## src/rtl/rvfi_commit_serializer.sv

```systemverilog
// rvfi_commit_serializer: packs multi-port RVFI commits into a FIFO, replays them one per handshake
// and sequences end of simulation (ECALL or cycle timeout -> drain -> halt).
package rvfi_pkg;
  typedef struct packed {
    logic        valid;
    logic [63:0] order;
    logic [31:0] insn;
    logic        trap;
    logic        halt;
    logic        intr;
    logic [1:0]  mode;
    logic [4:0]  rd_addr;
    logic [31:0] rd_wdata;
    logic [31:0] pc_rdata;
    logic [31:0] pc_wdata;
  } rvfi_instr_t;
endpackage

module rvfi_commit_serializer import rvfi_pkg::*; #(
  parameter int unsigned NR_COMMIT_PORTS = 2,
  parameter int unsigned DEPTH           = 8,
  parameter int unsigned TIMEOUT         = 20000000
) (
  input  logic        clk_i,
  input  logic        rst_ni,
  input  rvfi_instr_t rvfi_i [NR_COMMIT_PORTS],
  output rvfi_instr_t rvfi_o,
  output logic        valid_o,
  input  logic        ready_i,
  output logic        overflow_o,
  output logic [15:0] drop_cnt_o,
  output logic        timeout_o,
  output logic        halt_o
);
  localparam int unsigned AW = $clog2(DEPTH);
  typedef enum logic [1:0] {RUN, DRAIN, HALTED} state_t;
  state_t      state;
  rvfi_instr_t mem [DEPTH];
  logic [AW:0]   wptr, rptr, count, free, n_push;
  logic [AW-1:0] waddr [NR_COMMIT_PORTS];
  logic          wen [NR_COMMIT_PORTS];
  logic [15:0]   n_drop;
  logic [16:0]   drop_sum;
  logic [31:0]   cyc;
  logic          ecall, pop;
  // Once an ECALL is stored, later ports in the same cycle are silently discarded (not drops).
  always_comb begin
    count  = wptr - rptr;
    free   = (AW+1)'(DEPTH) - count;
    pop    = valid_o && ready_i;
    n_push = '0;
    n_drop = '0;
    ecall  = 1'b0;
    for (int i = 0; i < NR_COMMIT_PORTS; i++) begin
      wen[i]   = 1'b0;
      waddr[i] = AW'(wptr + n_push);
      if (state == RUN && !ecall && (rvfi_i[i].valid || rvfi_i[i].trap)) begin
        if (n_push < free) begin
          wen[i] = 1'b1;
          n_push = n_push + (AW+1)'(1);
          ecall  = rvfi_i[i].valid && rvfi_i[i].insn == 32'h00000073;
        end else
          n_drop = n_drop + 16'd1;
      end
    end
    drop_sum = {1'b0, drop_cnt_o} + {1'b0, n_drop};
  end
  assign valid_o = count != '0;
  assign rvfi_o  = valid_o ? mem[rptr[AW-1:0]] : '0;
  assign halt_o  = state == HALTED;
  always_ff @(posedge clk_i) begin
    for (int i = 0; i < NR_COMMIT_PORTS; i++)
      if (wen[i]) mem[waddr[i]] <= rvfi_i[i];
  end
  always_ff @(posedge clk_i or negedge rst_ni) begin
    if (!rst_ni) begin
      state      <= RUN;
      wptr       <= '0;
      rptr       <= '0;
      cyc        <= '0;
      overflow_o <= 1'b0;
      drop_cnt_o <= '0;
      timeout_o  <= 1'b0;
    end else begin
      wptr <= wptr + n_push;
      rptr <= rptr + (AW+1)'(pop);
      if (n_drop != '0) begin
        overflow_o <= 1'b1;
        drop_cnt_o <= drop_sum[16] ? 16'hFFFF : drop_sum[15:0];
      end
      // DRAIN exits on the pop that empties the FIFO so halt follows the last pop directly.
      case (state)
        RUN: begin
          cyc <= (cyc == 32'hFFFF_FFFF) ? cyc : cyc + 32'd1;
          if (cyc > TIMEOUT) begin
            state     <= DRAIN;
            timeout_o <= 1'b1;
          end else if (ecall)
            state <= DRAIN;
        end
        DRAIN:   if (count == (AW+1)'(pop)) state <= HALTED;
        default: state <= HALTED;
      endcase
    end
  end
endmodule

```

## config.mk

```make
export PLATFORM = sky130hd
export DESIGN_NAME = rvfi_commit_serializer
export DESIGN_NICKNAME = d
export VERILOG_FILES = /design/src/rtl/rvfi_commit_serializer.sv
export SDC_FILE = /design/constraint.sdc
export NUM_CORES = 2
export LEC_CHECK = 0
export CORE_MARGIN = 2
export CORE_UTILIZATION = 55
export CTS_CLUSTER_DIAMETER = 200
export CTS_CLUSTER_SIZE = 14
export DETAILED_ROUTE_END_ITERATION = 12
export MAX_ROUTING_LAYER = met4
export PLACE_DENSITY = 0.76
export SLEW_MARGIN = 15
export SYNTH_ARGS = -nofsm -noshare
export SYNTH_HDL_FRONTEND = slang
export SYNTH_SLANG_ARGS = --single-unit
```

## constraint.sdc

```tcl
create_clock -name clk_i -period 35.7 [get_ports clk_i]
set_clock_uncertainty 0.1 [all_clocks]
set_input_delay 5.355 -clock clk_i [delete_from_list [all_inputs] [get_ports clk_i]]
set_output_delay 5.355 -clock clk_i [all_outputs]
set_load 0.01 [all_outputs]
```

==> flow_summary.json <==
{
  "synthTopCellsByCount": "edfxtp_1 (1624), mux2_2 (1318), nand2_1 (444)",
  "synth_compound_area_share_pct": 1.63,
  "drc_errors": 0,
  "grt_pass1_vias": 51300,
  "yosys.area_share.adder_pct": 0.319,
  "filler_cell_count": 11100,
  "min_path_type": "register to register",
  "synth_area_mm2": 0.0856,
  "cts.clk_slew.worst_paths_ps": 70,
  "synth_xor_area_share_pct": 0.456,
  "rr_endpoint": "mem[5][180]$_DFFE_PP_",
  "gp_congestion": 0.824,
  "hold_violations": 0,
  "pre_cts_slack_ps": 23960,
  "placed_area_mm2": 0.0935,
  "peakVddDrop_mv": 0.0671,
  "synthCells": 5013,
  "vias": 49100,
  "slowest_stage": "dfrtp_4",
  "grt_usage_pct": 29.8,
  "synth_top_area_share_pct": 57.0,
  "drive_above_1_share_pct": 41.5,
  "yosysSeqAreaShare_pct": 58.7,
  "start_util_pct": 55.5,
  "hold_start": "overflow_o$_DFFE_PN0P_",
  "worst-path-max-fanout": 80,
  "routed_wl_mm": 231,
  "clockBufferDepth": 3,
  "ys_async_sr_fraction_pct": 3.56,
  "cts_buffers": 138,
  "io_pins": 632,
  "holdPathEnd": "overflow_o$_DFFE_PN0P_",
  "worstHoldPathCells": 1,
  "portBuffers": 631,
  "synth_top_area_cell": "edfxtp_1",
  "dp_cells": 7414,
  "min_period_ps": 11830,
  "clk-insertion-delay-late_ps": 760,
  "rsz0062_at_grt": "false",
  "finalWorstSetupSlack_ps": 23870,
  "cts_tree": "yes",
  "leakagePower_uw": 0.0326,
  "avgSynthCellArea_um2": 17.1,
  "synth_edf_count": 1624,
  "grt_max_degree": 139,
  "critPathCaptureType": "primary output",
  "grt_antenna_before_repair": 85,
  "vias_per_cell": 6.40,
  "ant_nets": 0,
  "drtIter0Drc": 4600,
  "critical_path_required_ps": 30240,
  "yosysMostFrequentCell": "edfxtp_1",
  "synth.area.mux_share_pct": 33.6,
  "path_cells": "inv_8 > ha_1 > a21oi_1 > nand3_1 > nand2_1 > and2_4 > buf_4 > buf_4 > a21oi_1 > clkdlybuf4s50_1",
  "hpwl_mm": 124,
  "powerDensity_mw_per_mm2": 57.7,
  "die_y_um": 398,
  "r2r_start": "rptr[2]$_DFF_PN0_",
  "ys_ff_latch": 1684,
  "post-cts-setup-buffer-count": 0,
  "rrSetupSlack_ps": 27510,
  "nets": 5939,
  "fmax_mhz": 84.6,
  "clock_sinks": 1684,
  "worstMarginPinSlew_ps": 1180,
  "cts_resized": 0,
  "critPathMaxStageDelay_ps": 920,
  "slew_headroom_pct": 21.4,
  "finalSetupViolations": 0,
  "synth_cell_types": 63,
  "grt_pass1_wl_mm": 340,
  "synthTopCellsByArea": "edfxtp_1 (57%), mux2_2 (17%), mux4_2 (11%)",
  "design_area_mm2": 0.0975,
  "final_max_slew_viol_count": 0,
  "die_w_um": 398,
  "min_period_over_period_pct": 33.1,
  "row_count": 144,
  "cts_root_buffer": "clkbuf_16",
  "drtPass1Iterations": 6,
  "final.setup.tns_ps": 0,
  "cts_hold_buf": 0,
  "synth_top_flop_cell": "edfxtp_1",
  "area_growth_syn_to_layout_pct": 14.0,
  "synth_top_family_by_area": "multiplexers",
  "final_cells": 7679,
  "overflow": 0,
  "status": "finished, final reports clean",
  "reg2regPathDepth": 15,
  "ys_warn_count": 0,
  "start_kind": "register",
  "crit_arrival_ps": 6370,
  "yosys.area_share.simple_pct": 3.11,
  "die_area_mm2": 0.159,
  "ctsHtreeMaxLevel": 4,
  "maxCapViolCount": 0,
  "wl_per_cell_um": 30.1,
  "crit_type": "register to primary output",
  "syn_nets": 5442,
  "core-area_mm2": 0.154
}
worst max path at each step:
stage,start,to,slack [ps]
2_1_floorplan,rvfi_i[405],mem[7][0]$_DFFE_PP_,14050
3_3_place_gp,rvfi_i[405],mem[5][96]$_DFFE_PP_,23970
3_5_place_dp,rvfi_i[405],mem[5][100]$_DFFE_PP_,23960
4_1_cts,rptr[2]$_DFF_PN0_,rvfi_o[184],23880
5_1_grt,rptr[2]$_DFF_PN0_,rvfi_o[184],23770
6_report,rptr[2]$_DFF_PN0_,rvfi_o[86],23870
where the power goes:
| part | total [uW] | leakage [uW] | internal [uW] | switching, uW |
|---|---|---|---|---|
| Clock | 1410 | 0.00183 | 718 | 692 |
| Combinational | 2010 | 0.0154 | 987 | 1020 |
| Sequential | 2200 | 0.0154 | 2170 | 37.4 |
layout by cell type (no fill, tap or decap), drive strengths merged, types with 3 or more instances in the layout:
| cell | netlist | layout |
|---|---|---|
| mux2 | 1636 | 1636 |
| edfxtp | 1624 | 1624 |
| clkdlybuf4s50 | 0 | 630 |
| nand2 | 445 | 445 |
| mux4 | 406 | 406 |
| a21oi | 215 | 215 |
| clkbuf | 118 | 160 |
| diode | 0 | 97 |
| buf | 229 | 74 |
| dfrtp | 60 | 60 |
| nor2 | 27 | 27 |
| nand3 | 27 | 27 |
| inv | 20 | 27 |
| xnor2 | 26 | 26 |
| nor4 | 20 | 20 |
| ha | 17 | 17 |
| nor3 | 14 | 14 |
| nand4 | 14 | 14 |
| xor2 | 14 | 14 |
| and3 | 13 | 13 |
| and2 | 7 | 7 |
| o21ai | 7 | 7 |
| nand3b | 6 | 6 |
| or3 | 6 | 6 |
| or2 | 4 | 4 |
| and4 | 4 | 4 |
| o211ai | 4 | 4 |
| nor2b | 3 | 3 |
| nand2b | 3 | 3 |
| a31oi | 3 | 3 |
| o2111ai | 3 | 3 |
| o22a | 3 | 3 |
| fa | 3 | 3 |
| o21bai | 3 | 3 |
stage by stage:
stage	power, uW	hold slack (ps)	utilization [%]
CTS	5650	396	63.1
global placement	4250	370	60.6
global route	5820	401	63.2
finish	5620	392	63.2
floorplan	3360	358	-
detailed placement	4250	368	60.6
final cells by class:
| type | count | area (um^2) | area share [%] |
|---|---|---|---|
| Timing Repair Buffer | 704 | 7030 | 7.21 |
| Clock buffer | 160 | 3640 | 3.73 |
| Antenna cell | 97 | 243 | 0.249 |
| Clock inverter | 8 | 98.8 | 0.101 |
| Multi-Input combinational cell | 2961 | 33600 | 34.4 |
| Sequential cell | 1684 | 50300 | 51.6 |
| Inverter | 21 | 88.8 | 0.0911 |
| Tap cell | 2044 | 2560 | 2.62 |
metal layers:
metal / vias up / track usage [%] / share of wire, %
met5: - / - / 0
met4: 0 / 8.75 / 2.4
met3: 305 / 7.17 / 8.6
li1: 21000 / - / -
met1: 25900 / 38.8 / 41
met2: 1873 / 46.8 / 48
sequential cells by signal (all words and copies together), names as in the netlist:
name,flops
cyc,32
drop_cnt_o,16
mem,1624
overflow_o,1
rptr,4
state,2
timeout_o,1
wptr,4
worst max-delay path, delay by kind of cell (launching register included):
family / cells / cell delay (ps)
AOI/OAI and AO/OA: 2 / 500
buffers and inverters: 4 / 2550
and+or+nand+nor: 3 / 940
DFF: 1 / 920
adders and majority gates: 1 / 500
cells by family (layout without fill, tap and decap cells):
family / count (synthesis) / in the layout
AO/OA/AOI/OAI: 256 / 256
XOR/XNOR: 41 / 41
adder cells (fa/ha/maj): 20 / 20
buffers and inverters: 368 / 893
flip-flops: 1684 / 1684
multiplexers: 2042 / 2042
other: 0 / 97
AND/OR/NAND/NOR: 602 / 602
(Power assumes the default switching activity.)
